--- src/rtl/hazard_ctrl.sv ---
// rtl/hazard_ctrl.sv - pipeline hazard controller: load-use stall, drain replay, branch flush
// Optional feature macro: HAZARD_PERF_CNT_EN (builds the saturating stall performance counter)
module hazard_ctrl #(
  parameter int STALL_CYCLES = 2,
  parameter int REG_W        = 3
) (
  input  logic             CLK3,
  input  logic             RST,
  input  logic [REG_W-1:0] SRC_A,
  input  logic [REG_W-1:0] SRC_B,
  input  logic             SRC_A_VLD,
  input  logic             SRC_B_VLD,
  input  logic [REG_W-1:0] DST3,
  input  logic             WR3,
  input  logic [REG_W-1:0] DST4,
  input  logic             WR4,
  input  logic             BRANCH2,
  output logic             HOLD,
  output logic             PC_EN,
  output logic             FLUSH,
  output logic [7:0]       STALL_CNT
);

  typedef enum logic [1:0] {
    S_IDLE  = 2'd0,
    S_STALL = 2'd1,
    S_DRAIN = 2'd2
  } state_t;

  localparam logic [3:0] LP_LOAD = 4'(STALL_CYCLES - 1);

  state_t     r_state;
  state_t     w_state_nxt;
  logic [3:0] r_cnt;
  logic [3:0] w_cnt_nxt;
  logic       r_hold;
  logic       r_pc_en;
  logic       r_flush;
  logic       w_hold_nxt;
  logic       w_pc_en_nxt;
  logic       w_flush_nxt;
  logic       w_hit_a;
  logic       w_hit_b;
  logic       w_hazard;

  // R0 is hardwired zero, so a match on index 0 never creates a dependency
  assign w_hit_a  = SRC_A_VLD && (SRC_A != '0) &&
                    ((WR3 && (SRC_A == DST3)) || (WR4 && (SRC_A == DST4)));
  assign w_hit_b  = SRC_B_VLD && (SRC_B != '0) &&
                    ((WR3 && (SRC_B == DST3)) || (WR4 && (SRC_B == DST4)));
  assign w_hazard = w_hit_a | w_hit_b;

  // Next-state and next-output decode; outputs are registered so they lag the decision by one edge
  always_comb begin
    w_state_nxt = r_state;
    w_cnt_nxt   = r_cnt;
    w_hold_nxt  = 1'b0;
    w_pc_en_nxt = 1'b1;
    w_flush_nxt = 1'b0;
    case (r_state)
      S_IDLE: begin
        if (BRANCH2) begin
          w_flush_nxt = 1'b1;
        end else if (w_hazard) begin
          w_state_nxt = S_STALL;
          w_cnt_nxt   = LP_LOAD;
          w_hold_nxt  = 1'b1;
          w_pc_en_nxt = 1'b0;
        end
      end
      S_STALL: begin
        w_pc_en_nxt = 1'b0;
        if (r_cnt == 4'd0) begin
          w_state_nxt = S_DRAIN;
        end else begin
          w_cnt_nxt  = r_cnt - 4'd1;
          w_hold_nxt = 1'b1;
        end
      end
      S_DRAIN: begin
        w_state_nxt = S_IDLE;
      end
      default: begin
        w_state_nxt = S_IDLE;
      end
    endcase
  end

  // State, down-counter and output registers; reset aborts any stall in progress
  always_ff @(posedge CLK3) begin
    if (RST) begin
      r_state <= S_IDLE;
      r_cnt   <= 4'd0;
      r_hold  <= 1'b0;
      r_pc_en <= 1'b1;
      r_flush <= 1'b0;
    end else begin
      r_state <= w_state_nxt;
      r_cnt   <= w_cnt_nxt;
      r_hold  <= w_hold_nxt;
      r_pc_en <= w_pc_en_nxt;
      r_flush <= w_flush_nxt;
    end
  end

  assign HOLD  = r_hold;
  assign PC_EN = r_pc_en;
  assign FLUSH = r_flush;

`ifdef HAZARD_PERF_CNT_EN
  logic [7:0] r_stall_cnt;
  logic       w_start;

  assign w_start = (r_state == S_IDLE) && !BRANCH2 && w_hazard;

  // Count stall entries, saturating at 255
  always_ff @(posedge CLK3) begin
    if (RST) begin
      r_stall_cnt <= 8'd0;
    end else if (w_start && (r_stall_cnt != 8'hFF)) begin
      r_stall_cnt <= r_stall_cnt + 8'd1;
    end
  end

  assign STALL_CNT = r_stall_cnt;
`else
  assign STALL_CNT = 8'd0;
`endif

endmodule

--- config.mk ---
export PLATFORM = sky130hd
export DESIGN_NAME = hazard_ctrl
export DESIGN_NICKNAME = d
export VERILOG_FILES = /design/src/rtl/hazard_ctrl.sv
export SDC_FILE = /design/constraint.sdc
export NUM_CORES = 1
export LEC_CHECK = 0
export BUFFER_PORTS_ARGS = -buffer_cell sky130_fd_sc_hd__buf_2
export CORE_MARGIN = 2
export CORE_UTILIZATION = 40
export CTS_CLUSTER_DIAMETER = 40
export DETAILED_ROUTE_END_ITERATION = 7
export GPL_TIMING_DRIVEN = 0
export PLACE_DENSITY = 0.77
export RECOVER_POWER = 50
export SLEW_MARGIN = 20
export SYNTH_ARGS = -nofsm -noshare
export SYNTH_HDL_FRONTEND = slang
export SYNTH_SLANG_ARGS = --single-unit
--- constraint.sdc ---
create_clock -name CLK3 -period 1.3 [get_ports CLK3]
set_input_delay 0.26 -clock CLK3 [delete_from_list [all_inputs] [get_ports CLK3]]
set_output_delay 0.26 -clock CLK3 [all_outputs]
set_load 0.01 [all_outputs]
# Word-level counts from Yosys, hierarchy flattened
# Cells that the tools add are included.
[word_totals]
wordCells = 51
output_inout_bits = 11
regBits = 9
in_bits = 19
[classes]
mux = 16
eq_ne = 9
bitwise = 2
n_reduce_logical = 18
n_addsub = 1
[ops]
columns = ["op", "count"]
rows = [
  ["== test 3 bit", 4],
  ["2-to-1 mux 4 bit", 3],
  ["logical AND 1 bit", 8],
  ["!= test 2 bit (second input constant)", 4],
  ["one-hot mux 4 bit (2 select lines)", 1],
  ["2-to-1 mux 1 bit", 6],
  ["2-to-1 mux 2 bit", 3],
  ["nonzero test 3 bit", 2],
  ["zero test 4 bit", 1],
  ["one-hot mux 1 bit (2 select lines)", 2],
  ["one-hot mux 2 bit (2 select lines)", 1],
  ["AND reduction 4 bit", 1],
  ["subtractor 4 x 1 -> 4 bit (second input constant)", 1],
  ["AND reduction 3 bit", 1],
  ["== test 2 x 1 -> 1 bit (second input constant)", 1],
  ["zero test 2 bit", 1],
  ["logical OR 1 bit", 2],
  ["nonzero test 2 bit", 1],
  ["OR reduction 2 bit", 1],
  ["inverter 1 bit", 1],
  ["OR 1 bit", 1],
]

# Logic depth before layout (Yosys ltp)
# Gate-level depths: netlist (run 1).
[depth]
depth_word = 8
ltp_mapped = 7
ltp_nobuf = 7

# Worst setup path after synthesis (run 1)
# No wires, ideal clock.
[synth_path]
path_kind = "reg2reg"
start = "register r_cnt[0]"
end = "register r_cnt[3]"
t_arrival_ns = 1.272
slack_ns = -0.090
stages_incl_launch_ff = 8
n_path_buf = 0
synth_period_minus_slack_ns = 1.390
path_cell_list = "dfxtp_1 > inv_1 > ha_1 > nand4bb_2 > nand2_1 > a211oi_2 > nor3_2 > a32o_1"
[synth_between]
elab_chain_cells = 3
word_cells_on_any_way = 6
cone_classes = "1 x add/sub; 1 x eq/ne; 2 x mux; 2 x reduce/logical"
[synth_rtl]
columns = ["item", "line", "source"]
rows = [
  ["from (decl)", "34", "logic [3:0] r_cnt;"],
  ["from (signal assigned)", "99", "r_cnt <= w_cnt_nxt;"],
  ["subtractor 4 x 1 -> 4 bit or zero test 4 bit (tied branches)", "76, 73", ""],
  ["2-to-1 mux 4 bit or != test 2 bit (tied branches)", "--", ""],
  ["one-hot mux 4 bit (2 select lines) or AND reduction 4 bit (tied branches)", "--", ""],
]
# Several ways; a longest one is shown, not always the timed one. The select of a mux whose other input is x is not followed.
# A chain may end at the register's enable or synchronous reset.

# Worst setup path in the final report (run 1)
[layout_path]
start = "register r_cnt[1]"
end = "register r_cnt[2]"
# Same word-level chain as after synthesis.

==> metrics, run 1 <==
status finished with violations; failing checks negative setup slack; total gr overflow 0; area grow syn2layout 39.0%; num rows 14; gr usage total 16.1%; Sequential Power Share 42.2%; syn_area_per_cell 8.81 um^2; vias in the first global route 602; worst-margin pin slew 0.532 ns; Critical Path Start Type flip-flop; via count 601; hold-fix buffers at CTS 0; slew margin rel. 64.2%; most frequent cell after synthesis xnor2_1; number of clock sinks 9; crit end category flip-flop; routing usage on met3 6.53%; Die Span Y 44.4 um; Nets 129; Synth top area share 27.6%; placed cells 117; IR drop worst, VDD 0.476 mV; CP Class flip-flop to flip-flop; CP max stage delay 0.33 ns; H-tree levels 1; Die X 44.4 um; wire length per cell 10.7 um; initial core utilization 42.8%; Starting DRT DRC Count 8; I/O pins 30; Top Family by Delay on Critical Path compound AO/OA/AOI/OAI gates; RSZ-0062 raised after global routing true; CTS tree yes; largest net degree at the start of global routing 10; clk_skew 0.00267 ns; synth unique cells 27; synthesized area 652 um^2; clk root buf clkbuf_4; final hold viol count 0; drt total wl 1320 um; CP Buf/Inv Count 1; switching part of the total 27.9%; CP max-delay cell dfxtp_2; DP HPWL 1100 um; Max Clk Rate 0.726 GHz; minimum clock period after layout 1.38 ns; HP Class input pin to flip-flop; Post-DRT Antenna Nets 0; Critical Path RT 1.45 ns; number of fillers in the final layout 129; pwr dens 756 mW/mm^2; total core area 0.00152 mm^2; part of the Yosys area used for sequential elements 27.6%; post-place setup slack -0.193 ns; Yosys top cell by area dfxtp_1; P_leak 0.363 nW; Synth Register Bits 9; first-pass GRT wire length 2300 um; CP Cell Sequence inv_2, ha_4, nand4bb_4, nand2_4, a211oi_4, nor3_2, a32o_1; met1 Usage GRT 16.6%; max-slew violation count 0; met2 Track Usage GR 27.9%; clk_lat worst skew 0.26 ns; share of layout cells above drive strength 1 43.9%; ys async rst share 0%; largest cells by area after synthesis dfxtp_1 28%, xnor2_1 16%, buf_4 9.2%; total CTS buffers 3; fin crit share 106%; clock transition at the registers of the reported paths 0.06 ns; critical path fanouts, max 3; clock group share of total power 30.8%; number of enable flip-flop cells after synthesis 0; Total Die Area 0.00197 mm^2; PnR worst setup slack -0.0765 ns; Final Non-Filler Cells 123; diodes inserted 0; P_int 493 uW; Mapped Cells 74; Ys Warns 0; final setup violation count 4; Most Used Layer, Global Route met2; Max-cap violations 0; Comb power frac 27.1%; antenna violations before repair 0; DRC violations left 0; main flop type after synthesis dfxtp_1; routability cong. 0.812; Net Sw Power 191 uW; input/output buffers 20; TritonRoute pass-1 iters 4; critical path arrival 1.53 ns; total negative setup slack -0.248 ns; Via density 4.89; most frequent cells after synthesis 12 x xnor2_1, 9 x dfxtp_1, 8 x buf_4; clk buf depth 2
power groups by stage:
stage	combinational, mW	sequential [mW]	clock (mW)
after floorplan	0.114	0.295	0
after global placement	0.169	0.293	0
after detailed placement	0.172	0.293	0
after CTS	0.179	0.288	0.220
after global routing	0.204	0.289	0.237
final	0.185	0.289	0.211
sequential cells by signal (all words and copies together), names as in the netlist:
signal	cells
FLUSH	1
HOLD	1
PC_EN	1
r_cnt	4
r_state	2
through the flow:
stage	hold slack (ns)	cell area [um^2]	power (mW)	utilization, %
final	0.278	906	0.684	59.4
after detailed placement	0.491	826	0.466	54.2
after floorplan	0.432	706	0.409	-
after CTS	0.270	872	0.687	57.2
after global placement	0.477	826	0.462	54.2
after global routing	0.284	906	0.730	59.4
worst reg2reg max path, stage by stage (launching register included):
cell       delay (ns)
dfxtp_2          0.33
inv_2            0.06
ha_4             0.17
nand4bb_4        0.10
nand2_4          0.08
a211oi_4         0.21
nor3_2           0.09
a32o_1           0.22
final cells by class:
type,count,area (um^2),share of cell area (%)
multi-input cells,60,485,53.6
flip-flops and latches,9,183,20.2
repair buffers,22,113,12.4
plain buffers,9,65.1,7.18
clock buffers,4,26.3,2.90
well taps,16,20.0,2.21
inverters,3,13.8,1.52
cell families (layout without fill, tap and decap cells):
logic type,count (synthesis),after routing,share of synthesized area [%]
compound gates,16,16,19.8
xor+xnor,12,12,16.1
fa+ha+maj,2,2,3.84
buf+inv,12,38,11.7
flops,9,9,27.6
other cells,1,8,0.575
simple gates,22,22,20.3
path summary, 6_finish.rpt:
| path | from | cells after the start | endpoint | slack, ns |
|---|---|---|---|---|
| min | RST | 2 | HOLD$_SDFF_PP0_ | 0.28 |
| max | r_cnt[1]$_SDFFE_PP0P_ | 7 | r_cnt[2]$_SDFFE_PP0P_ | -0.08 |
| min reg2reg | r_state[1]$_SDFFE_PP0P_ | 1 | FLUSH$_SDFF_PP0_ | 0.51 |
| max reg2reg | r_cnt[1]$_SDFFE_PP0P_ | 7 | r_cnt[2]$_SDFFE_PP0P_ | -0.08 |
cell usage in the layout, fill, tap and decap left out, drive strengths merged, types with 2 or more instances in the layout:
cell type and instances:
buf 29, xnor2 12, dfxtp 9, conb 8, clkbuf 6, nor2 5, nand4 4, a21oi 4
nor3 4, a211oi 3, inv 3, o31ai 2, nand2b 2, nand3 2, a32o 2, ha 2
per-layer routing:
layer	vias up	part of all wire (%)
li1	313	-
met3	2	7.3
met1	269	42
met4	0	0.68
met5	-	0
met2	17	50
what timing repair did:
item / 4_1_cts / 5_1_grt
buffers inserted: 0 / 2
setup endpoints to repair: 6 / 6
pin swaps: 2 / 2
gates resized for setup: 5 / 4
(Power assumes the default switching activity.)
==> inputs of run 2 (changes only) <==
--- a/config.mk
+++ b/config.mk
@@ -6,6 +6,7 @@
 export NUM_CORES = 1
 export LEC_CHECK = 0
 export BUFFER_PORTS_ARGS = -buffer_cell sky130_fd_sc_hd__buf_2
+export CAP_MARGIN = 40
 export CORE_MARGIN = 2
 export CORE_UTILIZATION = 40
 export CTS_CLUSTER_DIAMETER = 40
@@ -13,7 +14,7 @@
 export GPL_TIMING_DRIVEN = 0
 export PLACE_DENSITY = 0.77
 export RECOVER_POWER = 50
-export SLEW_MARGIN = 20
+export SLEW_MARGIN = 15
 export SYNTH_ARGS = -nofsm -noshare
 export SYNTH_HDL_FRONTEND = slang
 export SYNTH_SLANG_ARGS = --single-unit
==> constraint.sdc (replaced) <==
create_clock -name CLK3 -period 1.2 [get_ports CLK3]
set_input_delay 0.24 -clock CLK3 [delete_from_list [all_inputs] [get_ports CLK3]]
set_output_delay 0.24 -clock CLK3 [all_outputs]
set_load 0.01 [all_outputs]
==> run 2 against run 1 <==
Net effect:
- highest routed layer unchanged
- the run still ends with negative setup slack left
- largest power group unchanged
- core utilization decreased by 0.082 points
- clock-buffer cell count unchanged
- die area unchanged
- setup slack got worse by 0.097 ns
- sequential share of layout area decreased by 0.11 points
==> metrics, run 2 (synthesis gave the netlist of run 1 again) <==
clock transition at the registers of the reported paths 0.06 ns; CP Buf/Inv Count 1; via count 611; IR drop worst, VDD 0.536 mV; Total Die Area 0.00197 mm^2; reg-to-reg critical path endpoint r_cnt[2]$_SDFFE_PP0P_; input/output buffers 20; Net Sw Power 216 uW; Sequential Power Share 41.3%; critical path arrival 1.53 ns; CTS tree yes; slew margin rel. 63.6%; most frequent cells in the layout 19 x buf_2, 12 x xnor2_1, 11 x buf_4; H-tree levels 1; CP max-delay cell dfxtp_2; post-place setup slack -0.216 ns; Die X 44.4 um; CP max stage delay 0.33 ns; most common cell after layout, fill and taps aside buf_2; WP depth 7; worst reg2reg path startpoint r_cnt[1]$_SDFFE_PP0P_; TritonRoute pass-1 iters 4; Die Span Y 44.4 um; share of layout cells above drive strength 1 42.6%; max-slew violation count 0; RSZ-0062 raised after global routing true; total gr overflow 0; final hold viol count 0; clk_lat worst skew 0.27 ns; Nets 130; Post-DRT Antenna Nets 0; CP Cell Sequence inv_2, ha_4, nand4bb_4, nand2_4, a211oi_4, nor3_4, a32o_1; biggest regs r_cnt x4, r_state x2; clock group share of total power 31.1%; vias in the first global route 573; gr usage total 17.1%; reg2reg path depth 7; P_leak 0.367 nW; num rows 14; fin crit share 114%; crit end category flip-flop; P_int 537 uW; hold slack 0.265 ns; diodes inserted 0; final setup violation count 6; largest net degree at the start of global routing 10; critical path fanouts, max 3; Worst setup endpoint r_cnt[2]$_SDFFE_PP0P_; Reg2Reg Setup Slack -0.17 ns; initial core utilization 42.8%; first-pass GRT wire length 2310 um; total negative setup slack -0.733 ns; Crit. Startpoint r_cnt[1]$_SDFFE_PP0P_; Max-cap violations 0; pwr dens 833 mW/mm^2; routability cong. 0.817; Critical Path RT 1.35 ns; clk_skew 0.00544 ns; Starting DRT DRC Count 7; Via density 4.93; Max Clk Rate 0.728 GHz; antenna violations before repair 0; Top Family by Delay on Critical Path compound AO/OA/AOI/OAI gates; Largest register FFs 4; hold-fix buffers at CTS 0; drt total wl 1420 um; status finished with violations; clk buf depth 2; clk root buf clkbuf_4; area grow syn2layout 38.8%; number of clock sinks 9; worst-margin pin slew 0.541 ns; wire length per cell 11.5 um; Top reg by flops r_cnt; HP Class input pin to flip-flop; total CTS buffers 3; DRC violations left 0; total core area 0.00152 mm^2; I/O pins 30; failing checks negative setup slack; Comb power frac 27.6%; minimum clock period after layout 1.37 ns; Critical Path Start Type flip-flop; switching part of the total 28.7%; PnR worst setup slack -0.174 ns; CP Class flip-flop to flip-flop
==> run 2: cell type report <==
class,count,area (um^2)
repair buffers,23,120
plain buffers,9,65.1
inverters,3,11.3
flip-flops and latches,9,181
well taps,16,20.0
clock buffers,4,26.3
fillers,143,619
multi-input cells,60,480
==> run 2: worst min-delay path by stage <==
stage                                         end  cells past startpoint  slack (ns)                    start
final                            FLUSH$_SDFF_PP0_                      2        0.26                  BRANCH2
after global routing             FLUSH$_SDFF_PP0_                      2        0.27                  BRANCH2
after CTS                        FLUSH$_SDFF_PP0_                      2        0.26                  BRANCH2
after detailed placement  r_state[1]$_SDFFE_PP0P_                      1        0.49  r_state[1]$_SDFFE_PP0P_
after global placement    r_state[1]$_SDFFE_PP0P_                      1        0.48  r_state[1]$_SDFFE_PP0P_
after floorplan                  FLUSH$_SDFF_PP0_                      1        0.41                  BRANCH2
==> run 2: routing by layer <==
metal,up-vias,routed length (um),GRT usage (%)
met5,-,0,0
met4,0,29,10.3
met3,4,107,7.76
met2,17,678,28.2
met1,275,607,17.8
li1,315,-,-
==> run 2: power by group through the flow <==
stage               Sequential [mW]  Combinational [mW]  Clock (mW)
finish                        0.311               0.208       0.234
global route                  0.312               0.226       0.254
CTS                           0.311               0.203       0.236
detailed placement            0.318               0.186           0
global placement              0.318               0.183           0
floorplan                     0.320               0.123           0
==> run 2: worst reg2reg max path: stages (launching register included) <==
cell and delay (ns):
dfxtp_2 0.33, inv_2 0.05, ha_4 0.17, nand4bb_4 0.10
nand2_4 0.08, a211oi_4 0.26, nor3_4 0.07, a32o_1 0.22
==> run 2: timing repair <==
item	4_1_cts	5_1_grt
pin swaps	2	2
buffers inserted	3	0
endpoints found under the setup margin	6	6
gates resized for setup	5	1
gates cloned	0	0
==> run 2: stage by stage <==
stage          power [mW]  util [%]  std cells  cell area (um^2)
6_report            0.753      59.4        124               905
3_5_place_dp        0.504      54.2        117               826
3_3_place_gp        0.500      54.2        117               826
4_1_cts             0.750      59.1        124               901
2_1_floorplan       0.443         -         81               706
5_1_grt             0.792      59.4        124               905
